<file path="src/rtl/tlb_maint_ctrl_pkg.sv">
// Shared TLB maintenance types: entry/result layouts, op encodings, controller states.
// Entry layout follows the CSR view: TLBEHI/ASID/PS fields, then the two ELO halves.
package tlb_maint_ctrl_pkg;

  localparam int TLBNUM   = 16;
  localparam int TLBIDLEN = $clog2(TLBNUM);

  typedef enum logic [2:0] {
    OP_SRCH = 3'd0,
    OP_RD   = 3'd1,
    OP_WR   = 3'd2,
    OP_FILL = 3'd3,
    OP_INV  = 3'd4
  } tlb_op_e;

  typedef enum logic [2:0] {
    ST_IDLE,
    ST_SRCH,
    ST_RD,
    ST_WR,
    ST_INV,
    ST_DONE
  } tlb_state_e;

  typedef struct packed {
    logic [18:0] vppn;
    logic [5:0]  ps;
    logic        g;
    logic [9:0]  asid;
    logic        e;
    logic [19:0] ppn0;
    logic [1:0]  plv0;
    logic [1:0]  mat0;
    logic        d0;
    logic        v0;
    logic [19:0] ppn1;
    logic [1:0]  plv1;
    logic [1:0]  mat1;
    logic        d1;
    logic        v1;
  } tlb_entry_t;

  typedef struct packed {
    logic                found;
    logic [TLBIDLEN-1:0] index;
  } tlb_result_t;

  // During TLB refill handling the written entry is always made valid.
  function automatic tlb_entry_t wr_entry(input tlb_entry_t ent, input logic refill);
    tlb_entry_t r;
    r = ent;
    if (refill) r.e = 1'b1;
    return r;
  endfunction

endpackage

</file>
<file path="src/rtl/tlb_fill_idx_gen.sv">
// TLBFILL victim index source. TLBFILL_LFSR_EN selects a free-running 16-bit Galois LFSR;
// otherwise a round-robin counter that steps once per accepted FILL.
module tlb_fill_idx_gen
  import tlb_maint_ctrl_pkg::*;
(
  input  logic                clk,
  input  logic                resetn,
  input  logic                adv,
  output logic [TLBIDLEN-1:0] idx
);

`ifdef TLBFILL_LFSR_EN
  logic [15:0] lfsr;
  logic        unused_adv;

  assign unused_adv = adv;
  assign idx        = lfsr[TLBIDLEN-1:0];

  // Right-shifting Galois form of taps 16,14,13,11.
  always_ff @(posedge clk or negedge resetn) begin
    if (!resetn) lfsr <= 16'hACE1;
    else         lfsr <= {1'b0, lfsr[15:1]} ^ ({16{lfsr[0]}} & 16'hB400);
  end
`else
  logic [TLBIDLEN-1:0] cnt;

  assign idx = cnt;

  // TLBNUM is a power of two, so the natural wrap gives TLBNUM-1 -> 0.
  always_ff @(posedge clk or negedge resetn) begin
    if (!resetn)  cnt <= '0;
    else if (adv) cnt <= cnt + TLBIDLEN'(1);
  end
`endif

endmodule

</file>
<file path="src/rtl/tlb_maint_ctrl.sv">
// Commit-stage sequencer for TLBSRCH/TLBRD/TLBWR/TLBFILL/INVTLB, one op in flight, done at accept+2.
// Build option TLBFILL_LFSR_EN picks the FILL index source (see tlb_fill_idx_gen).
module tlb_maint_ctrl
  import tlb_maint_ctrl_pkg::*;
(
  input  logic                clk,
  input  logic                resetn,
  input  logic                op_valid,
  output logic                op_ready,
  input  logic [2:0]          op_type,
  input  logic [4:0]          inv_op,
  input  logic [9:0]          inv_asid,
  input  logic [31:0]         inv_va,
  input  tlb_entry_t          csr_entry,
  input  logic [TLBIDLEN-1:0] csr_index,
  input  logic                csr_refill,
  output logic                s_req,
  output logic [18:0]         s_vppn,
  output logic                s_va_bit12,
  output logic [9:0]          s_asid,
  input  tlb_result_t         s_result,
  output logic [TLBIDLEN-1:0] r_index,
  input  tlb_entry_t          r_entry,
  output logic                we,
  output logic [TLBIDLEN-1:0] w_index,
  output tlb_entry_t          w_entry,
  output logic                invtlb_valid,
  output logic [4:0]          invtlb_op,
  output logic [9:0]          invtlb_asid,
  output logic [31:0]         invtlb_va,
  output logic                csr_wb_valid,
  output logic                csr_wb_srch,
  output logic                csr_wb_ne,
  output logic [TLBIDLEN-1:0] csr_wb_index,
  output tlb_entry_t          csr_wb_entry,
  output logic                done,
  output logic                tlb_flush
);

  tlb_state_e          state;
  logic                accept;
  logic                fill_q;
  logic                fill_adv;
  logic [TLBIDLEN-1:0] fill_idx;
  logic [TLBIDLEN-1:0] fill_idx_q;

  assign accept   = op_valid && op_ready;
  assign fill_adv = accept && (op_type == OP_FILL);

  tlb_fill_idx_gen u_fill_idx (
    .clk    (clk),
    .resetn (resetn),
    .adv    (fill_adv),
    .idx    (fill_idx)
  );

  // Keys and write data come live from the CSR file during the execute cycle; idle value is 0.
  assign s_vppn     = s_req ? csr_entry.vppn : '0;
  assign s_asid     = s_req ? csr_entry.asid : '0;
  assign s_va_bit12 = 1'b0;
  assign r_index    = (state == ST_RD) ? csr_index : '0;
  assign w_index    = we ? (fill_q ? fill_idx_q : csr_index) : '0;
  assign w_entry    = we ? wr_entry(csr_entry, csr_refill) : '0;

  always_ff @(posedge clk or negedge resetn) begin
    if (!resetn) begin
      state        <= ST_IDLE;
      op_ready     <= 1'b1;
      s_req        <= 1'b0;
      we           <= 1'b0;
      fill_q       <= 1'b0;
      fill_idx_q   <= '0;
      invtlb_valid <= 1'b0;
      invtlb_op    <= '0;
      invtlb_asid  <= '0;
      invtlb_va    <= '0;
      csr_wb_valid <= 1'b0;
      csr_wb_srch  <= 1'b0;
      csr_wb_ne    <= 1'b0;
      csr_wb_index <= '0;
      csr_wb_entry <= '0;
      done         <= 1'b0;
      tlb_flush    <= 1'b0;
    end else begin
      s_req        <= 1'b0;
      we           <= 1'b0;
      invtlb_valid <= 1'b0;
      csr_wb_valid <= 1'b0;
      done         <= 1'b0;
      tlb_flush    <= 1'b0;
      case (state)
        ST_IDLE: begin
          if (accept) begin
            op_ready <= 1'b0;
            case (op_type)
              OP_SRCH: begin
                state <= ST_SRCH;
                s_req <= 1'b1;
              end
              OP_RD: state <= ST_RD;
              OP_WR, OP_FILL: begin
                state      <= ST_WR;
                we         <= 1'b1;
                fill_q     <= (op_type == OP_FILL);
                fill_idx_q <= fill_idx;
              end
              OP_INV: begin
                state        <= ST_INV;
                invtlb_valid <= 1'b1;
                invtlb_op    <= inv_op;
                invtlb_asid  <= inv_asid;
                invtlb_va    <= inv_va;
              end
              default: begin
                state <= ST_DONE;
                done  <= 1'b1;
              end
            endcase
          end
        end
        ST_SRCH: begin
          state        <= ST_DONE;
          done         <= 1'b1;
          csr_wb_valid <= 1'b1;
          csr_wb_srch  <= 1'b1;
          csr_wb_ne    <= ~s_result.found;
          csr_wb_index <= s_result.found ? s_result.index : csr_index;
          csr_wb_entry <= '0;
        end
        ST_RD: begin
          state        <= ST_DONE;
          done         <= 1'b1;
          csr_wb_valid <= 1'b1;
          csr_wb_srch  <= 1'b0;
          csr_wb_ne    <= ~r_entry.e;
          csr_wb_index <= csr_index;
          csr_wb_entry <= r_entry.e ? r_entry : '0;
        end
        ST_WR, ST_INV: begin
          state     <= ST_DONE;
          done      <= 1'b1;
          tlb_flush <= 1'b1;
        end
        default: begin
          state    <= ST_IDLE;
          op_ready <= 1'b1;
        end
      endcase
    end
  end

endmodule

</file>
<file path="config.mk">
export PLATFORM = sky130hd
export DESIGN_NAME = tlb_maint_ctrl
export DESIGN_NICKNAME = d
export VERILOG_FILES = /design/src/rtl/tlb_maint_ctrl_pkg.sv /design/src/rtl/tlb_fill_idx_gen.sv /design/src/rtl/tlb_maint_ctrl.sv
export SDC_FILE = /design/constraint.sdc
export NUM_CORES = 1
export LEC_CHECK = 0
export BUFFER_PORTS_ARGS = -buffer_cell sky130_fd_sc_hd__buf_4
export CAP_MARGIN = 5
export CORE_AREA = 5 5 201 203
export DETAILED_ROUTE_END_ITERATION = 6
export DIE_AREA = 0 0 206 208
export PLACE_DENSITY = 0.43
export SKIP_CTS_REPAIR_TIMING = 1
export SLEW_MARGIN = 10
export SYNTH_ARGS = -nofsm -noshare
export SYNTH_HDL_FRONTEND = slang
export SYNTH_HIERARCHICAL = 1
export SYNTH_SLANG_ARGS = --single-unit
</file>
<file path="constraint.sdc">
create_clock -name clk -period 2.6 [get_ports clk]
set_input_delay 0.26 -clock clk [delete_from_list [all_inputs] [get_ports clk]]
set_output_delay 0.26 -clock clk [all_outputs]
set_load 0.01 [all_outputs]
</file>
# After elaboration in Yosys (flattened, before gate mapping)

Cells that the tools add are included.

Muxes and demuxes: 32
Add/sub/neg operators: 1
Reduce and logical (&&, ||, !) cells: 13
Shift operators: 0
Eq/ne operators: 9
Magnitude comparators: 0
Div/mod/pow operators: 0
$mul: 0
Bitwise operators: 3

Operators by type and width:

| operator                                       | count |
|---|---|
| 2-to-1 mux 89 bit                              | 2 |
| one-hot mux 89 bit (2 select lines)            | 1 |
| 2-to-1 mux 19 bit                              | 1 |
| 2-to-1 mux 4 bit                               | 4 |
| 2-to-1 mux 1 bit                               | 15 |
| == test 3 x 2 -> 1 bit (second input constant) | 4 |
| one-hot mux 3 bit (4 select lines)             | 1 |
| 2-to-1 mux 10 bit                              | 1 |
| one-hot mux 1 bit (2 select lines)             | 4 |
| one-hot mux 4 bit (2 select lines)             | 1 |
| == test 3 x 1 -> 1 bit (second input constant) | 2 |
| == test 3 bit (second input constant)          | 2 |
| zero test 3 bit                                | 2 |
| one-hot mux 3 bit (2 select lines)             | 1 |
| AND reduction 3 bit                            | 2 |
| OR reduction 2 bit                             | 3 |
| OR reduction 5 bit                             | 1 |
| adder 4 x 1 -> 4 bit (second input constant)   | 1 |
| OR reduction 4 bit                             | 1 |
| 2-to-1 mux 3 bit                               | 1 |
| NOT 1 bit                                      | 3 |
| logical AND 1 bit                              | 2 |
| inequality test 2 bit (second input constant)  | 1 |
| AND reduction 2 bit                            | 1 |
| nonzero test 2 bit                             | 1 |

Input port bits: 241
Output and inout bits: 276
Register bits: 161
ROM bits: 0
Memories kept: 0
Latch bits: 0
RAM bits: 0

# Longest topological paths before layout

Word-level depth: 5
Depth in mapped cells: 6

# By module

The synthesis kept the hierarchy.

Modules (own cells, without submodules):

| module           | times used | area each (µm²) | cells an instance |
|---|---|---|---|
| tlb_maint_ctrl   | 1          | 6826.5          | 531 |
| tlb_fill_idx_gen | 1          | 160.2           | 11 |

# Least setup slack after synthesis

Ideal clock, no wire load.

Kind: register to register
Start point: register op_ready
End point: register invtlb_asid[0]
Arrival: 1.604 ns
Data required time: 2.475 ns
Slack: 0.870 ns
Stages on the path, launching flop included: 7
Path buffers: 3
Path through: dfstp_2 and2_1 clkbuf_1 nand4_1 buf_4 buf_6 mux2_4

Cells in the longest elaborated chain, start to end: 2

Ends and longest elaborated chain:

| element                       | line                  | text |
|---|---|---|
| from (decl)                   | tlb_maint_ctrl.sv:9   | `output logic op_ready,` |
| from (signal assigned)        | tlb_maint_ctrl.sv:68  | `op_ready <= 1'b1;` |
| from (signal assigned)        | tlb_maint_ctrl.sv:94  | `op_ready <= 1'b0;` |
| from (signal assigned)        | tlb_maint_ctrl.sv:146 | `op_ready <= 1'b1;` |
| logical AND 1 bit             | tlb_maint_ctrl.sv:47  | `assign accept = op_valid && op_ready;` |
| AND reduction 3 bit (no line) | n/a                   |  |
| to (signal assigned)          | tlb_maint_ctrl.sv:111 | `invtlb_asid <= inv_asid;` |
| to (decl)                     | tlb_maint_ctrl.sv:29  | `output logic [9:0] invtlb_asid,` |

No other way between the ends.
A chain may end at the register's enable or synchronous reset.

# Worst setup path in the final report

Start point: register we
End point: output w_index[0]

Cells in the longest elaborated chain, start to end: 1

Ends and longest elaborated chain:

| element                | line                  | text |
|---|---|---|
| from (decl)            | tlb_maint_ctrl.sv:24  | `output logic we,` |
| from (signal assigned) | tlb_maint_ctrl.sv:70  | `we <= 1'b0;` |
| from (signal assigned) | tlb_maint_ctrl.sv:86  | `we <= 1'b0;` |
| from (signal assigned) | tlb_maint_ctrl.sv:103 | `we <= 1'b1;` |
| 2-to-1 mux 4 bit       | tlb_maint_ctrl.sv:62  | `assign w_index = we ? (fill_q ? fill_idx_q : csr_index) : '0;` |
| to (decl)              | tlb_maint_ctrl.sv:25  | `output logic [TLBIDLEN-1:0] w_index,` |

No other way between the ends.

==> flow_summary_export.csv <==
group,metric,value,unit
run_status,status,"finished clean",
timing,worst_pin_slew,0.813,ns
synthesis,yosys.area_share.xor_xnor,0.860,%
detailed_routing,dr.pass1.iters,4,
synthesis,synthesis.nets,784,
finish,nets,1286,
min_path,hold_path_class,"input pin to flip-flop",
clock_network,cts_tree,"yes",
critical_path,crit_path_cell_trace,"buf_12, nor2b_1, buf_4",
detailed_routing,finalWirelength,29800,um
detailed_routing,route.detailed.drc,0,
floorplanning,die_x,206,um
floorplanning,die-area,0.0428,sq mm
timing,rsz0062_at_grt,"false",
clock_network,htreeDepth,4,
critical_path,r2r_slack,0.67,ns
critical_path,setup.worst_path.start_class,"flip-flop",
synthesis,yosys.area_share.adder,0.179,%
timing,hold_violations,0,
finish,syn2layout_area_growth,72.4,%
synthesis,synthSimpleGateAreaFrac,14.0,%
clock_network,path_clk_slew,0.07,ns
floorplanning,coreArea,0.0383,sq mm
floorplanning,dieHeight,208,um
synthesis,yosys_register_bits,161,
synthesis,synth_top_family_by_area,"simple AND/OR/NAND/NOR gates",
place,dp_hpwl,23700,um
critical_path,cp-endpoint,"w_index[0]",
critical_path,crit_required,2.34,ns
clock_network,insertion_delay,0.44,ns
finish,seq_area,0.00403,sq mm
clock_network,cts_buffer_depth,2,
critical_path,cp_slowest_cell,"dfrtp_2",
detailed_routing,vias_per_cell,3.89,
synthesis,synth_compound_area_share,13.0,%
power,power_leakage,6.42,nW
finish,drive_gt1_share,58.3,%
finish,multi_input_area,0.00272,sq mm
global_route,grt_max_degree,66,
synthesis,ys_warn_count,6,
finish,antenna_cells,0,
run,maxCapViolCount,0,
clock_network,root_buffer,"clkbuf_16",
detailed_routing,routedWlPerCell,18.9,um
power,p_per_area,674,mW/mm^2
critical_path,timing.rr.start,"state[0]$_DFFE_PN0N_",
timing,max-slew-margin-rel,45.8,%
critical_path,cp.depth,3,
critical_path,cp.buffers_inverters,2,
timing,period_share,83.3,%
detailed_routing,drt_iter0_markers,227,
global_route,grt_pass1_vias,6427,
timing,fin_skew,0.0140,ns
timing,fin_tns_setup,0,ns
place,globalplace.congestion,0.782,
global_route,grt.total_usage,13.2,%
synthesis,synthMuxAreaShare,10.7,%
critical_path,crit_path_end_kind,"output port",
timing,maxSlewViolCount,0,
finish,mostFrequentLayoutCells,"buf_4 (521), dfrtp_1 (159), and2_1 (122), a22o_1 (88), mux2_4 (30)",
detailed_routing,postRouteAntennaNets,0,
finish,fillers,3953,
critical_path,max_stage_delay,0.90,ns
critical_path,cp-startpoint,"we$_DFF_PN0_",
synthesis,synthCells,542,
clock_network,cts_made_buffers,17,
global_route,antenna_found_initial,1,
finish,mostFrequentLayoutCell,"buf_4",
critical_path,criticalPathCategory,"flip-flop to output port",
synthesis,synth.avg_cell_area,12.9,sq um
floorplanning,start_util,18.2,%
timing,finalSetupViolCount,0,
critical_path,crit_arrival,1.91,ns
power,fin_total_pwr,8.12,mW
synthesis,syn-cell-area,0.00699,sq mm
global_route,grt-ovfl-total,0,
synthesis,yosysUniqueCellTypes,37,
critical_path,cp_max_fo,60,
clock_network,cts_sinks,161,
critical_path,r2r-end,"invtlb_va[3]$_DFFE_PN0P_",
timing,period_minus_slack,2.17,ns
critical_path,rr_worst_depth,4,
global_route,grt_pass1_wl,42800,um
detailed_routing,vias,6124,
timing,fmax,0.462,GHz
critical_path,cpLargestDelayFamily,"flip-flops",
synthesis,ys_seq_area_share,57.7,%
floorplanning,rows,72,
power,peakVddDrop,0.000411,V
place,io_buffers,515,
floorplanning,ioPinCount,517,
-- cells by family after synthesis --
| family | count (synthesis) |
|---|---|
| flip-flops | 161 |
| AND/OR/NAND/NOR | 160 |
| AO/OA/AOI/OAI | 108 |
| multiplexers | 57 |
| buffers and inverters | 48 |
| XOR/XNOR | 6 |
| adder cells (fa/ha/maj) | 1 |
| other | 1 |
-- synth_stat cells --
library cell,count,share of area [%]
a22o_1,88,11
o21a_1,1,0.11
xor2_2,1,0.23
conb_1,1,0.054
ha_1,1,0.18
nor3b_1,2,0.21
mux2_2,23,3.7
nor3_4,1,0.23
nand2_1,8,0.43
a21o_1,1,0.11
mux2_4,30,6.4
buf_6,4,0.64
o211ai_1,4,0.43
clkinv_1,1,0.054
xor2_1,1,0.13
nor2_1,7,0.38
inv_1,2,0.11
and4b_1,1,0.14
dfstp_2,1,0.38
nor4_1,1,0.090
mux2i_1,4,0.57
nand4_1,2,0.18
nand3b_1,1,0.11
nand3_1,3,0.21
a21oi_1,5,0.36
o32a_1,4,0.57
o21ai_0,4,0.29
xnor2_1,4,0.50
nand2b_1,1,0.090
o31ai_1,1,0.11
clkbuf_1,18,0.97
nor3_1,1,0.072
buf_4,3,0.32
buf_2,20,1.4
nor2b_1,9,0.81
dfrtp_1,160,57
and2_1,123,11
-- power by group --
group	switching (mW)	total, mW	internal (mW)
sequential	0.310	3.23	2.92
clock	1.09	2.60	1.51
combinational	1.08	2.29	1.21
-- worst min-delay path by stage --
stage / depth (start not counted) / startpoint / slack, ns / endpoint
final: 2 / r_entry[71] / 0.03 / csr_wb_entry[71]$_DFFE_PN0P_
after global routing: 2 / r_entry[85] / 0.001 / csr_wb_entry[85]$_DFFE_PN0P_
after CTS: 1 / resetn / -0.25 / invtlb_asid[2]$_DFFE_PN0P_
after detailed placement: 1 / resetn / 0.23 / invtlb_asid[2]$_DFFE_PN0P_
after global placement: 1 / resetn / 0.24 / invtlb_asid[2]$_DFFE_PN0P_
after floorplan: 0 / resetn / -0.04 / csr_wb_entry[0]$_DFFE_PN0P_
-- flip-flops by register name, indices dropped and copies added (netlist names), 3 cells and up --
| signal | flops |
|---|---|
| u_fill_idx/idx | 4 |
| state | 3 |
| invtlb_asid | 10 |
| invtlb_op | 5 |
| invtlb_va | 32 |
| csr_wb_entry | 89 |
| fill_idx_q | 4 |
| csr_wb_index | 4 |
-- per-layer routing --
metal  global-route usage, %  vias up  routed length (um)
met3                    4.02       20                2290
met1                    15.5     2976               11600
li1                        -     2900                   -
met5                       0        -                   0
met4                    3.51        0                 364
met2                    23.5      228               15500
-- final cells by class --
class | count | area share [%]
Clock buffer | 22 | 3.94
Clock inverter | 10 | 1.05
Inverter | 3 | 0.0935
Multi-Input combinational cell | 333 | 22.6
Sequential cell | 161 | 33.5
Tap cell | 518 | 5.38
Timing Repair Buffer | 528 | 33.5
-- worst register-to-register path, stage by stage, from the launching register on --
cell     delay (ns)
dfrtp_1        0.53
nor3_4         0.12
nand4_1        0.14
buf_4          0.57
mux2_2         0.47
-- metrics by stage --
stage	instance area, sq um	hold slack [ns]	utilization, %	std cells	setup WS [ns]
floorplan	6990	-0.0356	-	542	0.870
global placement	11400	0.237	29.9	1542	0.713
detailed placement	11400	0.235	29.9	1542	0.692
CTS	12000	-0.251	31.4	1574	0.361
global route	12000	0.00111	31.5	1575	0.238
finish	12000	0.0345	31.5	1575	0.435
Note: power is estimated with default switching activity, not from simulation.
